===== config.mk =====
export PLATFORM = sky130hd
export DESIGN_NAME = proc_selfcheck_ctrl
export DESIGN_NICKNAME = d
export VERILOG_FILES = /design/src/rtl/proc_selfcheck_ctrl.sv
export SDC_FILE = /design/constraint.sdc
export NUM_CORES = 1
export LEC_CHECK = 0
export CORE_MARGIN = 1.5
export CORE_UTILIZATION = 49
export DETAILED_ROUTE_END_ITERATION = 12
export PLACE_DENSITY_LB_ADDON = 0.3
export SYNTH_ARGS = -nofsm -noshare
export SYNTH_HDL_FRONTEND = slang
export SYNTH_SLANG_ARGS = --single-unit

===== constraint.sdc =====
create_clock -name clock -period 2.4 [get_ports clock]
set_input_delay 0.48 -clock clock [delete_from_list [all_inputs] [get_ports clock]]
set_output_delay 0.48 -clock clock [all_outputs]
set_load 0.1 [all_outputs]

===== src/rtl/proc_selfcheck_ctrl.sv =====
// Self-check controller: resets and runs the processor for a fixed number of cycles, freezes it,
// then compares architectural registers read through the regfile debug port against a table.
module proc_selfcheck_ctrl #(
    parameter int CYCLE_LIMIT = 20,
    parameter int HOLD_CYCLES = 4,
    parameter int NUM_CHECKS  = 8,
    parameter int READ_LAT    = 1,
    parameter int DATA_W      = 32,
    parameter int ERR_W       = 8,
    localparam int IDX_W      = (NUM_CHECKS > 1) ? $clog2(NUM_CHECKS) : 1
) (
    input  logic              clock,
    input  logic              reset,
    input  logic              start,
    output logic              core_resetn,
    output logic              core_freeze,
    output logic [IDX_W-1:0]  exp_idx,
    input  logic [4:0]        exp_reg,
    input  logic [DATA_W-1:0] exp_val,
    output logic [4:0]        dbg_addr,
    input  logic [DATA_W-1:0] dbg_data,
    output logic              busy,
    output logic              done,
    output logic              pass,
    output logic [ERR_W-1:0]  error_count,
    output logic [4:0]        fail_reg,
    output logic [DATA_W-1:0] fail_data
);

    localparam int CNT_MAX_A = (HOLD_CYCLES > CYCLE_LIMIT) ? HOLD_CYCLES : CYCLE_LIMIT;
    localparam int CNT_MAX   = (CNT_MAX_A > READ_LAT) ? CNT_MAX_A : READ_LAT;
    localparam int CNT_W     = $clog2(CNT_MAX + 1);

    typedef enum logic [2:0] {
        S_IDLE,
        S_HOLD,
        S_RUN,
        S_CHK_REQ,
        S_CHK_WAIT,
        S_CHK_CMP,
        S_DONE
    } state_t;

    state_t            state;
    logic [CNT_W-1:0]  cnt;
    logic [DATA_W-1:0] exp_q;
    logic              mismatch;
    logic              last_check;
    logic [ERR_W-1:0]  err_next;

    assign mismatch   = (dbg_data !== exp_q);
    assign last_check = (exp_idx == IDX_W'(NUM_CHECKS - 1));
    assign err_next   = (&error_count) ? error_count : error_count + 1'b1;

    // Core control and result outputs are all registered; they change only on state transitions.
    always_ff @(posedge clock or negedge reset) begin
        if (!reset) begin
            state       <= S_IDLE;
            cnt         <= '0;
            exp_q       <= '0;
            core_resetn <= 1'b0;
            core_freeze <= 1'b1;
            exp_idx     <= '0;
            dbg_addr    <= '0;
            busy        <= 1'b0;
            done        <= 1'b0;
            pass        <= 1'b0;
            error_count <= '0;
            fail_reg    <= '0;
            fail_data   <= '0;
        end else begin
            case (state)
                S_IDLE, S_DONE: begin
                    if (start) begin
                        state       <= S_HOLD;
                        cnt         <= '0;
                        core_resetn <= 1'b0;
                        core_freeze <= 1'b0;
                        busy        <= 1'b1;
                        done        <= 1'b0;
                        pass        <= 1'b0;
                        error_count <= '0;
                        fail_reg    <= '0;
                        fail_data   <= '0;
                        exp_idx     <= '0;
                    end
                end
                S_HOLD: begin
                    if (cnt == CNT_W'(HOLD_CYCLES - 1)) begin
                        state       <= S_RUN;
                        cnt         <= '0;
                        core_resetn <= 1'b1;
                    end else begin
                        cnt <= cnt + 1'b1;
                    end
                end
                S_RUN: begin
                    if (cnt == CNT_W'(CYCLE_LIMIT - 1)) begin
                        state       <= S_CHK_REQ;
                        cnt         <= '0;
                        core_freeze <= 1'b1;
                    end else begin
                        cnt <= cnt + 1'b1;
                    end
                end
                S_CHK_REQ: begin
                    dbg_addr <= exp_reg;
                    exp_q    <= exp_val;
                    cnt      <= '0;
                    state    <= (READ_LAT == 0) ? S_CHK_CMP : S_CHK_WAIT;
                end
                S_CHK_WAIT: begin
                    if (cnt == CNT_W'(READ_LAT - 1)) begin
                        state <= S_CHK_CMP;
                    end else begin
                        cnt <= cnt + 1'b1;
                    end
                end
                S_CHK_CMP: begin
                    // Only the first mismatch of a run is captured; the counter keeps going.
                    if (mismatch) begin
                        error_count <= err_next;
                        if (error_count == '0) begin
                            fail_reg  <= dbg_addr;
                            fail_data <= dbg_data;
                        end
                    end
                    if (last_check) begin
                        state <= S_DONE;
                        busy  <= 1'b0;
                        done  <= 1'b1;
                        pass  <= !mismatch && (error_count == '0);
                    end else begin
                        exp_idx <= exp_idx + 1'b1;
                        state   <= S_CHK_REQ;
                    end
                end
                default: state <= S_IDLE;
            endcase
        end
    end

endmodule


==> results_tabular.tex <==
\begin{tabular}{lr}
\hline
Metric & Value \\
\hline
\multicolumn{2}{l}{\textbf{Final layout}} \\
\quad Final cell utilization of the core & 68.3\% \\
\quad Number of diodes & 0 \\
\quad Cell area after layout & 6620 um\^{}2 \\
\quad Number of standard cells in the layout, taps in and fillers out & 748 \\
\quad Registers with the most flip-flops & exp\_q: 32 flops, fail\_data: 32 flops, error\_count: 8 flops \\
\quad Nets@finish & 688 \\
\quad Post-synthesis to final-layout area growth & 37.0\% \\
\quad Filler Cell Count & 728 \\
\quad Layout cells sized above 1 & 25.7\% \\
\multicolumn{2}{l}{\textbf{Logic synthesis}} \\
\quad Number of standard cells after synthesis & 449 \\
\quad Avg Inst Size Synth & 10.8 um\^{}2 \\
\quad Share of flip-flops with an asynchronous set or reset after synthesis & 100\% \\
\quad Register area share after synthesis & 50.8\% \\
\quad Area of the mapped netlist & 4830 um\^{}2 \\
\quad Number of synthesized register bits & 98 \\
\quad Ranking of synthesized cells by area & sky130\_fd\_sc\_hd\_\_dfrtp\_1, sky130\_fd\_sc\_hd\_\_mux2\_2, sky130\_fd\_sc\_hd\_\_mux2i\_1, sky130\_fd\_sc\_hd\_\_nand2\_1, sky130\_fd\_sc\_hd\_\_inv\_1 \\
\quad Yosys Warn Count & 0 \\
\quad Distinct cells, synth & 46 \\
\quad Share of the synthesized area in the top cell type & 50.3\% \\
\quad Most used flip-flop cell after synthesis & sky130\_fd\_sc\_hd\_\_dfrtp\_1 \\
\quad Cell type with the largest total area after synthesis & sky130\_fd\_sc\_hd\_\_dfrtp\_1 \\
\quad Number of enable-type register cells in the synthesized netlist & 0 \\
\quad Syn\_nets & 527 \\
\multicolumn{2}{l}{\textbf{Timing}} \\
\quad Worst path setup slack after routing & 0.210 ns \\
\quad Worst rel slew slack & 65.4\% \\
\quad Worst Max-Slew Pin Slew & 0.516 ns \\
\quad Worst hold margin & 0.0845 ns \\
\quad Fraction of the cycle the final worst path needs & 91.2\% \\
\quad Setup repair after global routing missed its margin & false \\
\quad Final number of hold-violating endpoints & 0 \\
\quad Max Clk Rate & 457 MHz \\
\quad Minimum clock period after layout & 2.19 ns \\
\quad Total count of max-transition violations in the final report & 0 \\
\quad Final setup violation count & 0 \\
\quad Post-route setup TNS & 0 ns \\
\quad Final worst clock skew & 0.00637 ns \\
\multicolumn{2}{l}{\textbf{Pwr}} \\
\quad Total Power Consumption & 9.02 mW \\
\quad Power per cell area & 1360 nW/um\^{}2 \\
\quad Net Sw Power & 4.37 mW \\
\quad Peak supply drop & 1170 uV \\
\quad Switching share of total power & 48.5\% \\
\quad Internal power & 4.65 mW \\
\quad Leakage component of the power & 2.94 nW \\
\quad Gate power share & 57.0\% \\
\quad Share of power burned in registers & 29.6\% \\
\quad Clock network fraction of total power & 13.4\% \\
\multicolumn{2}{l}{\textbf{Setup path}} \\
\quad Critical path start-end classification & input pin to flip-flop \\
\quad Top fanout value on the critical path & 19 \\
\quad Worst EP arrival & 2.43 ns \\
\quad Data required time at the worst endpoint & 2.64 ns \\
\quad Startpoint Class & input pin \\
\quad Category of the worst setup path capture point & flip-flop \\
\multicolumn{2}{l}{\textbf{Global route}} \\
\quad Overflow left after global routing & 0 \\
\quad Global router's overall resource usage & 23.9\% \\
\quad Global-route wire length before repair & 19.1 mm \\
\quad Number of antenna violations at the first check in global routing & 0 \\
\quad Largest net degree at the start of global routing & 39 \\
\quad Via count of the first global-routing pass & 3967 \\
\multicolumn{2}{l}{\textbf{Clocking}} \\
\quad Clock tree sinks & 98 \\
\quad Count of H-tree levels built during CTS & 3 \\
\quad Source-to-sink clock delay at the later pin of the worst-skew pair & 0.36 ns \\
\quad Buffers inserted during post-CTS setup optimization & 0 \\
\quad Maximum clock insertion buffer count & 2 \\
\quad Num CTS Buffers & 9 \\
\quad Number of instances resized during post-cts repair & 0 \\
\quad CTS clk-pin slew, worst paths & 0.09 ns \\
\quad Number of buffers added to fix hold violations after cts & 0 \\
\quad Clock tree from TritonCTS & yes \\
\quad Root buf cell & sky130\_fd\_sc\_hd\_\_clkbuf\_8 \\
\multicolumn{2}{l}{\textbf{Floorplan}} \\
\quad Standard-cell row count & 36 \\
\quad Number of top-level pins & 130 \\
\quad Die X & 102 um \\
\quad Initial standard-cell utilization of the core & 49.9\% \\
\quad Core ar. & 9680 um\^{}2 \\
\quad Full die area & 10500 um\^{}2 \\
\quad Y dimension of the die & 102 um \\
\multicolumn{2}{l}{\textbf{Placement}} \\
\quad GPL Wtd Cong & 0.845 \\
\quad Instance area after placement & 6390 um\^{}2 \\
\quad Total half-perimeter wirelength after legalization and detailed placement & 8.91 mm \\
\quad Setup Slack @ Placement & -0.178 ns \\
\quad DP Cell Count & 732 \\
\quad Buffers added on ports & 129 \\
\multicolumn{2}{l}{\textbf{Drt}} \\
\quad Total length of routed wires & 11.6 mm \\
\quad Metal-1 WL & 5.01 mm \\
\quad Met3 routed WL & 648 um \\
\quad Remaining routing DRC violations & 0 \\
\quad Highest routed metal layer & met4 \\
\quad Routed WL per cell & 15.6 um \\
\quad Amount of wire on met2 after detailed routing & 5.78 mm \\
\quad Via density per instance & 5.11 \\
\quad Number of vias in the routed layout & 3820 \\
\quad Antenna Violating Nets Remaining & 0 \\
\quad DRC marker count from the first detailed-route iteration & 126 \\
\quad Count of TritonRoute iterations in the first routing pass & 7 \\
\multicolumn{2}{l}{\textbf{Run status}} \\
\quad Result of the run & finished clean \\
\multicolumn{2}{l}{\textbf{Run}} \\
\quad Max capacitance violation total & 0 \\
\multicolumn{2}{l}{\textbf{Hold path}} \\
\quad Worst min-delay path category & input pin to asynchronous set/reset pin \\
\hline
\end{tabular}
[power groups by stage]
stage	Clock [mW]	Sequential, mW	Combinational [mW]
6_report	1.21	2.68	5.14
5_1_grt	1.30	2.76	5.45
4_1_cts	1.24	2.68	5.18
3_5_place_dp	0	2.70	5.16
3_3_place_gp	0	2.67	5.08
2_1_floorplan	0	4.55	1.84
[final cells by class]
type / count / area, um^2 / area share, %
sequential: 98 / 2450 / 37.1
clock buffer: 12 / 155 / 2.34
clock inverter: 4 / 73.8 / 1.12
multi-input combinational: 291 / 2130 / 32.2
timing repair buffer: 167 / 1480 / 22.3
tap: 133 / 166 / 2.51
inverter: 43 / 161 / 2.44
[placed cells by master, fill, tap and decap left out, types with 3 or more instances in the layout]
cell	instances
sky130_fd_sc_hd__nor2_1	17
sky130_fd_sc_hd__a21oi_1	6
sky130_fd_sc_hd__xnor2_1	15
sky130_fd_sc_hd__nor4_1	4
sky130_fd_sc_hd__mux2i_1	37
sky130_fd_sc_hd__nand2_1	56
sky130_fd_sc_hd__inv_1	43
sky130_fd_sc_hd__nor3_1	10
sky130_fd_sc_hd__nor2b_1	5
sky130_fd_sc_hd__nand3b_1	4
sky130_fd_sc_hd__ha_1	6
sky130_fd_sc_hd__xor2_1	17
sky130_fd_sc_hd__nand3_1	14
sky130_fd_sc_hd__a22o_1	4
sky130_fd_sc_hd__buf_4	93
sky130_fd_sc_hd__and3_1	3
sky130_fd_sc_hd__dfrtp_1	97
sky130_fd_sc_hd__nand4_1	4
sky130_fd_sc_hd__clkdlybuf4s50_1	70
sky130_fd_sc_hd__mux2_2	38
sky130_fd_sc_hd__o21ai_0	20
sky130_fd_sc_hd__clkbuf_8	11
sky130_fd_sc_hd__buf_12	4
[logic make-up (layout without fill, tap and decap cells)]
kind of cell,after synthesis,count (layout),share of synthesized area (%)
XOR/XNOR,32,32,5.80
buffers and inverters,60,226,5.54
flip-flops,98,98,50.8
AND/OR/NAND/NOR,133,133,13.8
adder cells (fa/ha/maj),6,6,1.55
AO/OA/AOI/OAI,45,45,5.96
multiplexers,75,75,16.5
[worst max-delay path, stage by stage]
cell	delay [ns]
sky130_fd_sc_hd__clkdlybuf4s50_1	0.46
sky130_fd_sc_hd__xor2_1	0.21
sky130_fd_sc_hd__nor4_1	0.34
sky130_fd_sc_hd__nand4_1	0.26
sky130_fd_sc_hd__nor4_4	0.27
sky130_fd_sc_hd__a21oi_4	0.08
sky130_fd_sc_hd__buf_12	0.18
sky130_fd_sc_hd__mux2i_1	0.13
[synth_stat cells (all sizes together) (3+ instances only)]
| cell | number |
|---|---|
| nand2 | 57 |
| nor2 | 18 |
| a22o | 4 |
| inv | 43 |
| nand3b | 4 |
| nor3 | 10 |
| nand4 | 4 |
| xor2 | 17 |
| nor2b | 5 |
| o41ai | 3 |
| o21ai | 20 |
| a21oi | 7 |
| mux2i | 37 |
| mux2 | 38 |
| nand3 | 14 |
| clkbuf | 9 |
| and3 | 3 |
| xnor2 | 15 |
| nor4 | 6 |
| dfrtp | 97 |
| ha | 6 |
| buf | 8 |
[layer usage]
layer / vias up / global-route usage [%]
li1: 1851 / -
met1: 1845 / 29.3
met2: 106 / 41.0
met3: 18 / 6.77
met4: 0 / 7.48
met5: - / 0
[path summary, 6_finish.rpt]
path / cells past startpoint / to / startpoint / slack (ns)
setup / recovery: 8 / fail_data[30]$_DFFE_PN0P_ / dbg_data[8] / 0.21
hold / removal: 1 / error_count[0]$_DFFE_PN0P_ / reset / 0.08
setup reg to reg: 7 / fail_data[30]$_DFFE_PN0P_ / state[1]$_DFFE_PN0P_ / 0.29
hold reg to reg: 2 / core_freeze$_DFFE_PN1P_ / core_freeze$_DFFE_PN1P_ / 0.51
max in group asynchronous: 2 / core_freeze$_DFFE_PN1P_ / reset / 1.64
min in group clock: 2 / core_freeze$_DFFE_PN1P_ / core_freeze$_DFFE_PN1P_ / 0.51
Note: power is estimated with default switching activity, not from simulation.
